===== src/rtl/uart_tx_stream.sv =====
// uart_tx_stream
// Byte-stream UART transmitter (8N1) with a small transmit FIFO.
// Bytes offered on in_data/in_valid are buffered and sent LSB first. The
// frame is one start bit (0), eight data bits and one stop bit (1). When the
// FIFO still holds data at the end of a stop bit, the next frame follows
// with no idle gap.
//
// Handshake: a byte transfers on a rising edge where in_valid and in_ready
// are both high. in_ready depends only on registered state and never on
// in_valid. in_data is ignored on any edge without a transfer.
//
// Ports
//   clk        : single clock, rising edge
//   rst_n      : asynchronous active-low reset
//   in_data    : byte from the producer
//   in_valid   : in_data is valid this cycle
//   in_ready   : a byte can be accepted this cycle
//   uart_tx    : serial line, idle high, driven from a flop
//   busy       : a frame is being shifted out (FSM not in IDLE)
//   fifo_count : number of bytes buffered
//   dbg_state  : current TX FSM state (0 IDLE, 1 START, 2 DATA, 3 STOP)
module uart_tx_stream #(
    parameter int CLK_FREQ   = 50000000,
    parameter int BAUD       = 115200,
    parameter int FIFO_DEPTH = 4
) (
    input  logic                            clk,
    input  logic                            rst_n,
    input  logic [7:0]                      in_data,
    input  logic                            in_valid,
    output logic                            in_ready,
    output logic                            uart_tx,
    output logic                            busy,
    output logic [$clog2(FIFO_DEPTH):0]     fifo_count,
    output logic [1:0]                      dbg_state
);

    localparam int CLKS_PER_BIT = CLK_FREQ / BAUD;
    localparam int PTR_W        = $clog2(FIFO_DEPTH);
    localparam int CNT_W        = PTR_W + 1;
    localparam int BAUD_W       = (CLKS_PER_BIT > 2) ? $clog2(CLKS_PER_BIT) : 1;

    localparam logic [BAUD_W-1:0] BAUD_LAST = BAUD_W'(CLKS_PER_BIT - 1);
    localparam logic [CNT_W-1:0]  CNT_FULL  = CNT_W'(FIFO_DEPTH);

    generate
        if (CLKS_PER_BIT < 2) begin : g_bad_baud
            $error("uart_tx_stream: CLK_FREQ/BAUD must be at least 2");
        end
        if (FIFO_DEPTH < 2 || (FIFO_DEPTH & (FIFO_DEPTH - 1)) != 0) begin : g_bad_depth
            $error("uart_tx_stream: FIFO_DEPTH must be a power of two, at least 2");
        end
    endgenerate

    typedef enum logic [1:0] {
        IDLE  = 2'd0,
        START = 2'd1,
        DATA  = 2'd2,
        STOP  = 2'd3
    } tx_state_e;

    // ------------------------------------------------------------------
    // FIFO
    // ------------------------------------------------------------------
    logic [7:0]       mem [FIFO_DEPTH];
    logic [PTR_W-1:0] wr_ptr;
    logic [PTR_W-1:0] rd_ptr;
    logic [CNT_W-1:0] count;
    logic             out_of_reset;
    logic             push;
    logic             pop;

    // out_of_reset keeps in_ready low while reset is held and raises it on
    // the first edge after release, with no dependence on in_valid.
    assign in_ready   = out_of_reset && (count < CNT_FULL);
    assign push       = in_valid && in_ready;
    assign fifo_count = count;

    always_ff @(posedge clk) begin
        if (push) begin
            mem[wr_ptr] <= in_data;
        end
    end

    always_ff @(posedge clk or negedge rst_n) begin
        if (!rst_n) begin
            wr_ptr       <= '0;
            rd_ptr       <= '0;
            count        <= '0;
            out_of_reset <= 1'b0;
        end else begin
            out_of_reset <= 1'b1;
            if (push) begin
                wr_ptr <= wr_ptr + 1'b1;
            end
            if (pop) begin
                rd_ptr <= rd_ptr + 1'b1;
            end
            case ({push, pop})
                2'b10:   count <= count + 1'b1;
                2'b01:   count <= count - 1'b1;
                default: count <= count;
            endcase
        end
    end

    // ------------------------------------------------------------------
    // TX FSM
    // ------------------------------------------------------------------
    tx_state_e         state, state_next;
    logic [BAUD_W-1:0] baud_cnt, baud_next;
    logic [2:0]        bit_idx, bit_next;
    logic [7:0]        data_reg, data_next;
    logic              tx_reg, tx_next;
    logic              bit_end;
    logic              have_data;
    logic [2:0]        bit_idx_inc;

    assign bit_end     = (baud_cnt == BAUD_LAST);
    assign have_data   = (count != '0);
    assign bit_idx_inc = bit_idx + 3'd1;

    assign uart_tx   = tx_reg;
    assign busy      = (state != IDLE);
    assign dbg_state = state;

    always_ff @(posedge clk or negedge rst_n) begin
        if (!rst_n) begin
            state    <= IDLE;
            baud_cnt <= '0;
            bit_idx  <= '0;
            data_reg <= '0;
            tx_reg   <= 1'b1;
        end else begin
            state    <= state_next;
            baud_cnt <= baud_next;
            bit_idx  <= bit_next;
            data_reg <= data_next;
            tx_reg   <= tx_next;
        end
    end

    always_comb begin
        state_next = state;
        baud_next  = baud_cnt;
        bit_next   = bit_idx;
        data_next  = data_reg;
        tx_next    = tx_reg;
        pop        = 1'b0;

        case (state)
            IDLE: begin
                baud_next = '0;
                tx_next   = 1'b1;
                if (have_data) begin
                    pop        = 1'b1;
                    data_next  = mem[rd_ptr];
                    tx_next    = 1'b0;
                    state_next = START;
                end
            end

            START: begin
                if (bit_end) begin
                    baud_next  = '0;
                    bit_next   = 3'd0;
                    tx_next    = data_reg[0];
                    state_next = DATA;
                end else begin
                    baud_next = baud_cnt + 1'b1;
                end
            end

            DATA: begin
                if (bit_end) begin
                    baud_next = '0;
                    if (bit_idx == 3'd7) begin
                        tx_next    = 1'b1;
                        state_next = STOP;
                    end else begin
                        bit_next = bit_idx_inc;
                        tx_next  = data_reg[bit_idx_inc];
                    end
                end else begin
                    baud_next = baud_cnt + 1'b1;
                end
            end

            STOP: begin
                if (bit_end) begin
                    baud_next = '0;
                    // Chain straight into the next start bit when data waits.
                    if (have_data) begin
                        pop        = 1'b1;
                        data_next  = mem[rd_ptr];
                        tx_next    = 1'b0;
                        state_next = START;
                    end else begin
                        tx_next    = 1'b1;
                        state_next = IDLE;
                    end
                end else begin
                    baud_next = baud_cnt + 1'b1;
                end
            end

            default: begin
                state_next = IDLE;
                baud_next  = '0;
                tx_next    = 1'b1;
            end
        endcase
    end

endmodule


===== config.mk =====
export PLATFORM = sky130hd
export DESIGN_NAME = uart_tx_stream
export DESIGN_NICKNAME = d
export VERILOG_FILES = /design/src/rtl/uart_tx_stream.sv
export SDC_FILE = /design/constraint.sdc
export NUM_CORES = 1
export LEC_CHECK = 0
export CAP_MARGIN = 20
export CORE_ASPECT_RATIO = 0.7
export CORE_UTILIZATION = 50
export DETAILED_ROUTE_END_ITERATION = 10
export GPL_ROUTABILITY_DRIVEN = 0
export HOLD_SLACK_MARGIN = 0.03
export PLACE_DENSITY = 0.69
export SLEW_MARGIN = 10
export SYNTH_ARGS = -nofsm -noshare
export SYNTH_HDL_FRONTEND = slang
export SYNTH_SLANG_ARGS = --single-unit

===== constraint.sdc =====
create_clock -name clk -period 5.7 [get_ports clk]
set_clock_uncertainty 0.05 [all_clocks]
set_input_delay 0.855 -clock clk [delete_from_list [all_inputs] [get_ports clk]]
set_output_delay 0.855 -clock clk [all_outputs]
set_load 0.01 [all_outputs]

==> metrics.md, run 1 <==
| Metric | Value |
|---|---|
| Number of fill cells | 433 |
| Number of antenna violations at the first check in global routing | 0 |
| Area used by multi-input combinational logic | between 1000 and 1500 um^2 |
| Instance area at placement | 3130 um^2 |
| Worst Setup End Kind | primary output |
| Type of the worst min-delay path | reg2reg |
| Flip-flop and latch count after synthesis | between 60 and 70 |
| Primary flip-flop cell chosen by synthesis mapping | sky130_fd_sc_hd__edfxtp_1 |
| Number of setup buffers added after CTS | 0 |
| PostCTS Resize Cnt | 0 |
| Final net count | 246 |
| Floorplan core area | 5400 um^2 |
| Drt via density | 5.48 |
| Final hold viol count | 0 |
| Routed wire length | 4.84 mm |
| Share of the cycle needed by the critical path after routing | 46.7% |
| Share of the yosys chip area belonging to registers | 60.3% |
| Flip-flop count of the largest register after layout | 32 |
| Root cell of the clock tree | sky130_fd_sc_hd__clkbuf_8 |
| Final Critical Period | about 2.7 ns |
| Final instance area | ~3400 um^2 |
| Vias in the first global route | ~1,700 |
| Final Instance Count excl. Fillers | 297 |
| Chip Height | 65.5 um |
| Detail Placement HPWL | 3.51 mm |
| Yosys Warn Count | 0 |
| Register clock-pin slew on the reported worst setup and hold paths | approximately 0.07 ns |
| Number of antenna cells inserted | 0 |
| Number of H-tree branching levels | 3 |
| Critical path class | reg2out |
| Clock buffer count from CTS | 9 |
| Clock share of power | 38.6% |
| Horiz. Die Dim | 92.8 um |
| Worst-case vdd ir drop | 0.000192 V |
| Fraction of final layout cells with drive strength greater than 1 | 18.2% |
| Number of flops mapped to enable cells by yosys | 32 |
| Global-route wire length before repair | 8.50 mm |
| Run status | completed |
| Worst slew pin tran | 0.587 ns |
| Number of DRC violations after detailed-routing iteration 0 | 92 |
| Via count | 1,628 |
| Syn_nets | around 220 |
| Count of standard-cell rows | 22 |
| Avg Cell Area, Syn | 14.8 um^2 |
| CP max FO | 6 |
| Maximum buffer depth of the clock tree | 2 |
| Number of buffers inserted by hold repair at cts | 0 |
| Sink Count | 63 |
| First-pass iteration count of the detailed router | 4 |
| Total grt overflow | 0 |
| Proportion of total power due to net switching | 24.3% |
| Total routing usage reported by global routing | between 10% and 20% |
| Fmax | 376 MHz |
| Number of library cell types mapped by synthesis | 44 |
| Worst skew pair latency | between 0.3 and 0.4 ns |
| Number of port buffers | 18 |
| Leading post-synthesis cells by instance count | sky130_fd_sc_hd__edfxtp_1, sky130_fd_sc_hd__dfrtp_1, sky130_fd_sc_hd__ha_1, sky130_fd_sc_hd__inv_1, sky130_fd_sc_hd__nor2_1 |
| Clock tree from TritonCTS | done |
| Static Leakage | 1.38 nW |
| Leading cell types by total area after synthesis | sky130_fd_sc_hd__edfxtp_1, sky130_fd_sc_hd__dfrtp_1, sky130_fd_sc_hd__mux4_2, sky130_fd_sc_hd__ha_1, sky130_fd_sc_hd__mux2_4 |
| Data required time at the worst endpoint | ~4.8 ns |
| Number of placed instances with taps included | ~280 |
| IO Count | 19 |
| Critical path startpoint category | register |
| Total Die Area | between 6000 and 7000 um^2 |
| Area growth, synth to finish | 16.4% |
| Relative slew margins | 60.9% |
| Effective utilization at floorplan | 53.5% |
| Sequential cell area | 1740 um^2 |
| Post-synth top area cell | sky130_fd_sc_hd__edfxtp_1 |
| Async set-reset flop share out of synthesis | 49.2% |
| Count of endpoints failing setup in the final report | 0 |
| Worst path arrival time | approximately 1.8 ns |
| Cell with the most instances after synthesis | sky130_fd_sc_hd__edfxtp_1 |
| Maximum number of pins on one net before global-route repair | 32 |
| Final max-slew violation count | 0 |
| Int Pwr | ~0.83 mW |
| Relative contribution of combinational cells to total power | around an eighth |
| Netlist Area Pre-Place | 2880 um^2 |
| Number of maximum-capacitance constraint violations | 0 |
| Unrepaired setup endpoints after global routing | false |
| Count of antenna-violating nets left after detailed routing | 0 |
| Power per Cell Area | 325 nW/um^2 |
| Post-route setup TNS | 0 ns |
| Area share of the leading cell type in the synthesized netlist | around a third |
| Post-Route Hold Slack | 0.444 ns |
| Detailed-route DRC error count | 0 |
| Switch Pwr | 0.266 mW |
| Sequential Power Share | 49.4% |
| Gate Count Post-Synth | 195 |
| Routed WL per cell | 16.3 um |
## power by group through the flow
stage / clock network (mW) / logic [mW] / registers (mW)
2_1_floorplan: 0 / 0.0678 / 0.547
3_3_place_gp: 0 / 0.126 / 0.545
3_5_place_dp: 0 / 0.133 / 0.549
4_1_cts: 0.429 / 0.134 / 0.540
5_1_grt: 0.452 / 0.150 / 0.543
6_report: 0.421 / 0.131 / 0.539
## kinds of logic (layout without fill, tap and decap cells)
family	Yosys count	in the layout	synth area share, %
muxes	22	22	13.4
other	1	1	0.130
xor gates and xnor gates	12	12	3.64
buffers and inverters	19	49	2.78
and+or+nand+nor	46	46	8.89
AOI/OAI and AO/OA	17	17	4.12
adders and majority gates	15	15	6.77
DFF	63	63	60.3
## per-layer routing
metal | vias to the layer above | routed length [um] | track usage, %
met5 | - | 0 | 0
met4 | 0 | 70 | 5.77
met3 | 7 | 221 | 7.99
met2 | 33 | 2210 | 29.0
met1 | 830 | 2340 | 26.3
li1 | 758 | - | -
## cell type report
cell class	instances	area share, %
flip-flops and latches	63	51.8
multi-input cells	113	31.8
repair buffers	19	5.59
clock buffers	9	3.69
clock inverters	7	2.91
well taps	72	2.68
inverters	14	1.57
## metrics by stage
stage / util (%) / power, mW / setup slack (ns)
floorplan: - / 0.615 / 3.35
global placement: 58.1 / 0.671 / 3.05
detailed placement: 58.1 / 0.682 / 2.96
CTS: 62.2 / 1.10 / 3.03
global route: 62.2 / 1.15 / 2.95
finish: 62.2 / 1.09 / 3.04
## final timing paths
kind | endpoint | slack [ns] | depth (start not counted) | startpoint
hold / removal | baud_cnt[0] | 0.44 | 1 | baud_cnt[0]
min in group asynchronous | bit_idx[1] | 0.85 | 2 | rst_n
max in group asynchronous | uart_tx | 4.43 | 2 | rst_n
setup reg to reg | fifo_count[2] | 3.13 | 10 | dbg_state[0]
setup / recovery | busy | 3.04 | 4 | dbg_state[0]
hold reg to reg | baud_cnt[0] | 0.44 | 1 | baud_cnt[0]
## layout by cell type (no fill, tap or decap), types with 2 or more instances in the layout
cell type and instances:
sky130_fd_sc_hd__edfxtp_1 32, sky130_fd_sc_hd__dfrtp_1 30, sky130_fd_sc_hd__clkdlybuf4s50_1 18, sky130_fd_sc_hd__inv_1 14, sky130_fd_sc_hd__ha_1 14, sky130_fd_sc_hd__nor2_1 12, sky130_fd_sc_hd__mux4_2 10, sky130_fd_sc_hd__clkbuf_8 9
sky130_fd_sc_hd__nand2_1 8, sky130_fd_sc_hd__mux2_4 8, sky130_fd_sc_hd__xor2_1 6, sky130_fd_sc_hd__xnor2_1 6, sky130_fd_sc_hd__and3_1 5, sky130_fd_sc_hd__o21ai_0 4, sky130_fd_sc_hd__or3_1 3, sky130_fd_sc_hd__nand3_1 3
sky130_fd_sc_hd__a22o_1 3, sky130_fd_sc_hd__mux2i_1 3, sky130_fd_sc_hd__nor2b_1 2, sky130_fd_sc_hd__and2_1 2, sky130_fd_sc_hd__a21oi_1 2, sky130_fd_sc_hd__nor3_1 2, sky130_fd_sc_hd__o31ai_1 2, sky130_fd_sc_hd__clkinvlp_4 2
sky130_fd_sc_hd__bufinv_16 2, sky130_fd_sc_hd__clkinv_4 2
## critical path: stages, from the launching register on
cell and delay [ns]:
sky130_fd_sc_hd__dfrtp_1 0.44, sky130_fd_sc_hd__inv_1 0.13, sky130_fd_sc_hd__ha_1 0.25, sky130_fd_sc_hd__inv_1 0.08, sky130_fd_sc_hd__clkdlybuf4s50_1 0.53
(Power assumes the default switching activity.)
==> run 2: changes to the inputs <==
==> constraint.sdc (replaced) <==
create_clock -name clk -period 2.7 [get_ports clk]
set_clock_uncertainty 0.05 [all_clocks]
set_input_delay 0.405 -clock clk [delete_from_list [all_inputs] [get_ports clk]]
set_output_delay 0.405 -clock clk [all_outputs]
set_load 0.01 [all_outputs]
==> run 2 against run 1 <==
Wire length is 1.1% lower. Critical path depth is 6 higher. Largest cell class unchanged. Non-clock buffer count unchanged. Largest power group unchanged. Combinational power grew 120%.
==> metrics.md, run 2 (same netlist as run 1, synthesis figures left out) <==
| Metric | Value |
|---|---|
| Run status | completed |
| Via count | 1,596 |
| CP max FO | 6 |
| Data required time at the worst endpoint | a little under 3 ns |
| Master of the slowest instance on the critical path | sky130_fd_sc_hd__dfrtp_1 |
| Critical path startpoint category | register |
| Number of setup buffers added after CTS | 0 |
| IO Count | 19 |
| Worst-case vdd ir drop | 0.000409 V |
| Horiz. Die Dim | 92.8 um |
| Sequential Power Share | 49.2% |
| Share of the cycle needed by the critical path after routing | between 90% and 100% |
| Clock tree from TritonCTS | done |
| Register clock-pin slew on the reported worst setup and hold paths | 0.08 ns |
| Static Leakage | 1.38 nW |
| Most frequent cells in the layout | sky130_fd_sc_hd__edfxtp_1, sky130_fd_sc_hd__dfrtp_1, sky130_fd_sc_hd__clkdlybuf4s50_1 |
| Fmax | about 400 MHz |
| Worst path cell trace | inv_1 -> ha_1 -> nand2b_1 -> nor2_2 -> ha_1 -> inv_1 -> fa_1 -> xor2_1 -> nor2_1 -> xor2_1 |
| Routed WL per cell | 16.1 um |
| Global Route met1 Usage | 24.8% |
| Detail Placement HPWL | 3.47 mm |
| Final Critical Period | approximately 2.4 ns |
| Number of antenna cells inserted | 0 |
| Count of antenna-violating nets left after detailed routing | 0 |
| Most common cell after layout, fill and taps aside | sky130_fd_sc_hd__edfxtp_1 |
| Setup slack on the worst flop-to-flop path | around 0.26 ns |
| Vias in the first global route | 1,693 |
| Area growth, synth to finish | 16.5% |
| Routed wire length | about 4.8 mm |
| Number of placed instances with taps included | 281 |
| Chip Height | 65.5 um |
| Power per Cell Area | 687 nW/um^2 |
| Final instance area | 3360 um^2 |
| Proportion of total power due to net switching | roughly 24% |
| Total grt overflow | 0 |
| Critical path class | reg2reg |
| Final net count | 246 |
| Reg-to-reg critical path startpoint | dbg_state[1] |
| Count of standard-cell rows | 22 |
| Fraction of final layout cells with drive strength greater than 1 | 19.1% |
| Clock buffer count from CTS | 9 |
| Post-route setup TNS | 0 ns |
| Post-Route Hold Slack | 0.405 ns |
| Number of maximum-capacitance constraint violations | 0 |
| Drt via density | between 5 and 6 |
| Relative slew margins | 62.6% |
| Total routing usage reported by global routing | 18.5% |
| Maximum number of pins on one net before global-route repair | 32 |
| Delay of the slowest critical-path stage | about 0.43 ns |
| Maximum buffer depth of the clock tree | 2 |
| Global-route wire length before repair | 8.21 mm |
| Instance area at placement | 3130 um^2 |
| Met3 track demand over resource in global routing | 5.67% |
| Crit path to | fifo_count[2] |
| Clock share of power | 38.5% |
| Number of H-tree branching levels | 3 |
| Post-route total power | around 2.3 mW |
| Worst path arrival time | 2.65 ns |
| Total Die Area | 6080 um^2 |
| Detailed-route DRC error count | 0 |
| Number of antenna violations at the first check in global routing | 0 |
| Worst reg-to-reg path cell count | 10 |
| Switch Pwr | 0.563 mW |
| Int Pwr | 1.75 mW |
| Floorplan core area | 5400 um^2 |
| First-pass iteration count of the detailed router | 5 |
| Final Instance Count excl. Fillers | 297 |
| Root cell of the clock tree | sky130_fd_sc_hd__clkbuf_8 |
| Worst skew pair latency | 0.34 ns |
| Relative contribution of combinational cells to total power | 12.3% |
| Layer with the highest usage | met2 |
| Number of port buffers | 18 |
| Worst slew pin tran | between 0.5 and 0.6 ns |
| Final hold viol count | 0 |
| Count of endpoints failing setup in the final report | 0 |
| Crit. Startpoint | dbg_state[1] |
| Global Route met2 Usage | 28.4% |
| Flip-flop count of the largest register after layout | 32 |
| Unrepaired setup endpoints after global routing | false |
| Worst Setup End Kind | register |
| Number of DRC violations after detailed-routing iteration 0 | 90 |
| Type of the worst min-delay path | in2async |
| Effective utilization at floorplan | about 53% |
| Sink Count | 63 |
| Final max-slew violation count | 0 |
| Worst flop-to-flop path endpoint | fifo_count[2] |
## run 2: changes by cell type in the layout (fill, tap and decap cells not counted)
cell,previous run,this run
sky130_fd_sc_hd__dfrtp_1,30,29
sky130_fd_sc_hd__dfrtp_2,0,1
sky130_fd_sc_hd__nor2_1,12,11
sky130_fd_sc_hd__nor2_2,0,1
## run 2: critical path: cells and delay by family, from the launching register on
| kind | cells | cell delay, ns |
|---|---|---|
| fa+ha+maj | 3 | 0.90 |
| simple gates | 3 | 0.50 |
| flops | 1 | 0.43 |
| xor+xnor | 2 | 0.29 |
| buf+inv | 2 | 0.17 |
## run 2: stage by stage
stage / worst slack, ns / util, %
6_report: 0.264 / 62.3
5_1_grt: 0.0293 / 62.3
4_1_cts: 0.174 / 62.2
3_5_place_dp: 0.193 / 58.1
3_3_place_gp: 0.301 / 58.1
2_1_floorplan: 0.355 / -
## run 2: what timing repair did
item                                    4_1_cts  5_1_grt
hold buffers                                  0        0
hold endpoints to repair                      0        0
resized for setup                             0        2
endpoints found under the setup margin        0        1
## run 2: power by group through the flow
stage	registers, mW	logic, mW	clock network [mW]
after global placement	1.15	0.270	0
after floorplan	1.16	0.143	0
after CTS	1.14	0.290	0.914
final	1.14	0.283	0.889
after detailed placement	1.16	0.289	0
after global routing	1.14	0.316	0.948
## run 2: how the worst min path moves through the flow
stage | slack, ns | from | end
2_1_floorplan | 0.06 | rst_n | baud_cnt[0]
3_3_place_gp | 0.42 | baud_cnt[0] | baud_cnt[0]
3_5_place_dp | 0.44 | baud_cnt[0] | baud_cnt[0]
4_1_cts | 0.41 | rst_n | baud_cnt[8]
5_1_grt | 0.45 | rst_n | bit_idx[2]
6_report | 0.41 | rst_n | bit_idx[0]
## run 2: final cells by class
cell class                 count  area (um^2)
inverter                      14         52.6
timing repair buffer          19          188
clock inverter                 7         97.6
clock buffer                   9          124
fill                         411         2040
tap                           72         90.1
multi-input combinational    113         1070
sequential                    63         1740
## run 2: routing by layer
layer / vias to the layer above / routed length (um)
met5: - / 0
met4: 0 / 6
met3: 2 / 221
met2: 40 / 2230
met1: 799 / 2330
li1: 755 / -
==> run 3: changes to the inputs <==
--- a/config.mk
+++ b/config.mk
@@ -8,6 +8,7 @@
 export CAP_MARGIN = 20
 export CORE_ASPECT_RATIO = 0.7
 export CORE_UTILIZATION = 50
+export CTS_CLUSTER_SIZE = 25
 export DETAILED_ROUTE_END_ITERATION = 10
 export GPL_ROUTABILITY_DRIVEN = 0
 export HOLD_SLACK_MARGIN = 0.03
==> constraint.sdc (replaced) <==
create_clock -name clk -period 2.9 [get_ports clk]
set_clock_uncertainty 0.05 [all_clocks]
set_input_delay 0.435 -clock clk [delete_from_list [all_inputs] [get_ports clk]]
set_output_delay 0.435 -clock clk [all_outputs]
set_load 0.01 [all_outputs]
==> run 3 against run 2 <==
Critical path depth did not move. Sequential power fell by 7%. Design area fell by 0.11%. Core utilization fell by 0.070 points. Setup slack improved by 0.028 ns. Non-clock buffer count did not move. Die area did not move. Sequential cell count did not move. Critical path type unchanged. Critical endpoint unchanged. Highest routed layer unchanged.
==> metrics.md, run 3 (same netlist as run 1, synthesis figures left out) <==
| Metric | Value |
|---|---|
| Run status | completed |
| Area used by multi-input combinational logic | roughly 1100 um^2 |
| Detailed-route DRC error count | 0 |
| Final max-slew violation count | 0 |
| Count of standard-cell rows | 22 |
| Flip-flop count of the largest register after layout | 32 |
| Switch Pwr | around 0.53 mW |
| Horiz. Die Dim | 92.8 um |
| Critical path class | reg2reg |
| Fmax | 383 MHz |
| Vias in the first global route | 1,660 |
| Total routing usage reported by global routing | between 10% and 20% |
| Final Instance Count excl. Fillers | 297 |
| Routed wire length | 4.75 mm |
| Proportion of total power due to net switching | 24.6% |
| Worst path cell trace | inv_1 -> ha_1 -> nand2b_1 -> nor2_1 -> ha_1 -> inv_1 -> fa_1 -> xor2_1 -> nor2_1 -> xor2_1 |
| Register clock-pin slew on the reported worst setup and hold paths | 0.08 ns |
| Instance area at placement | about 3100 um^2 |
| Number of maximum-capacitance constraint violations | 0 |
| First-pass iteration count of the detailed router | 4 |
| Post-route total power | 2.16 mW |
| Worst slew pin tran | 0.577 ns |
| Number of port buffers | 18 |
| Relative slew margins | 61.5% |
| Worst reg-to-reg path cell count | 10 |
| Worst Setup End Kind | register |
| Count of antenna-violating nets left after detailed routing | 0 |
| Sequential cell area | 1740 um^2 |
| Worst path setup slack after routing | 0.292 ns |
| Master of the slowest instance on the critical path | sky130_fd_sc_hd__dfrtp_1 |
| Root cell of the clock tree | sky130_fd_sc_hd__clkbuf_8 |
| Number of antenna violations at the first check in global routing | 0 |
| Global-route wire length before repair | 8.19 mm |
| Final instance area | 3360 um^2 |
| Drt via density | 5.29 |
| Top cell family by delay on the critical path | adder cells |
| Worst flop-to-flop path endpoint | fifo_count[2] |
| CP max FO | 6 |
| Post-route setup TNS | 0 ns |
| Relative contribution of combinational cells to total power | 12.3% |
| Critical path startpoint category | register |
| Int Pwr | 1.63 mW |
| Worst-case vdd ir drop | 0.000408 V |
| Worst path arrival time | 2.81 ns |
| Post-Route Hold Slack | around 0.43 ns |
| Number of buffers inserted by hold repair at cts | 0 |
| IO Count | 19 |
| Routed WL per cell | 16.0 um |
| Fraction of final layout cells with drive strength greater than 1 | 18.2% |
| Maximum buffer depth of the clock tree | 2 |
| PostCTS Resize Cnt | 0 |
| Crit. Startpoint | dbg_state[0] |
| Place WS | 0.337 ns |
| Clock buffer count from CTS | 9 |
| Detail Placement HPWL | 3.41 mm |
| Final hold viol count | 0 |
| Number of placed instances with taps included | between 200 and 300 |
| Total Die Area | between 6000 and 7000 um^2 |
| Number of DRC violations after detailed-routing iteration 0 | between 80 and 90 |
| Number of setup buffers added after CTS | 0 |
| Sink Count | between 60 and 70 |
| Setup slack on the worst flop-to-flop path | 0.29 ns |
| Type of the worst min-delay path | reg2reg |
| Maximum number of pins on one net before global-route repair | 32 |
| Chip Height | 65.5 um |
| Effective utilization at floorplan | 53.5% |
| Clock share of power | 38.6% |
| Crit path to | fifo_count[2] |
| Final net count | 246 |
| Static Leakage | 1.38 nW |
| Sequential Power Share | 49.1% |
| Reg-to-reg critical path startpoint | dbg_state[0] |
| Floorplan core area | 5400 um^2 |
| Total grt overflow | 0 |
| Clock tree from TritonCTS | done |
| Crit path depth | 10 |
| Power per Cell Area | 643 nW/um^2 |
| Delay of the slowest critical-path stage | about 0.44 ns |
| Count of endpoints failing setup in the final report | 0 |
| Most frequent cells in the layout | sky130_fd_sc_hd__edfxtp_1, sky130_fd_sc_hd__dfrtp_1, sky130_fd_sc_hd__clkdlybuf4s50_1 |
| Area growth, synth to finish | 16.4% |
| Number of H-tree branching levels | 3 |
| Number of antenna cells inserted | 0 |
| Most common cell after layout, fill and taps aside | sky130_fd_sc_hd__edfxtp_1 |
| Unrepaired setup endpoints after global routing | false |
| CP Buf/Inv Count | 2 |
| Final Critical Period | approximately 2.6 ns |
| Share of the cycle needed by the critical path after routing | between 80 and 90% |
| Data required time at the worst endpoint | 3.10 ns |
| Worst skew pair latency | 0.34 ns |
| Number of fill cells | 415 |
| Util after Layout | 62.2% |
| Via count | 1,572 |
[run 3: worst min-delay path by stage]
stage	startpoint	endpoint	slack, ns	depth (start not counted)
floorplan	rst_n	baud_cnt[0]	0.09	0
global placement	baud_cnt[0]	baud_cnt[0]	0.42	1
detailed placement	baud_cnt[0]	baud_cnt[0]	0.43	1
CTS	baud_cnt[0]	baud_cnt[0]	0.44	1
global route	rst_n	bit_idx[0]	0.46	2
finish	baud_cnt[0]	baud_cnt[0]	0.43	1
[run 3: cell type report]
cell class | instances | area share [%]
flip-flops and latches | 63 | 51.8
multi-input cells | 113 | 31.8
repair buffers | 19 | 5.59
clock buffers | 9 | 3.69
clock inverters | 7 | 2.91
well taps | 72 | 2.68
inverters | 14 | 1.57
[run 3: worst register-to-register path: stages (launching register included)]
cell and delay [ns]:
sky130_fd_sc_hd__dfrtp_1 0.44, sky130_fd_sc_hd__inv_1 0.12, sky130_fd_sc_hd__ha_1 0.35, sky130_fd_sc_hd__nand2b_1 0.21, sky130_fd_sc_hd__nor2_1 0.25, sky130_fd_sc_hd__ha_1 0.24
sky130_fd_sc_hd__inv_1 0.06, sky130_fd_sc_hd__fa_1 0.37, sky130_fd_sc_hd__xor2_1 0.15, sky130_fd_sc_hd__nor2_1 0.12, sky130_fd_sc_hd__xor2_1 0.17
[run 3: metal layers]
metal	vias up	global-route usage (%)	wire, um
li1	757	-	-
met1	766	25.3	2350
met2	41	27.6	2100
met3	8	7.18	238
met4	0	5.58	57
met5	-	0	0
[run 3: power by group through the flow]
stage                     clock, mW  combinational, mW  sequential, mW
after floorplan                   0              0.133            1.08
after global placement            0              0.253            1.07
after detailed placement          0              0.263            1.08
after CTS                     0.847              0.272            1.06
after global routing          0.889              0.292            1.07
final                         0.834              0.266            1.06
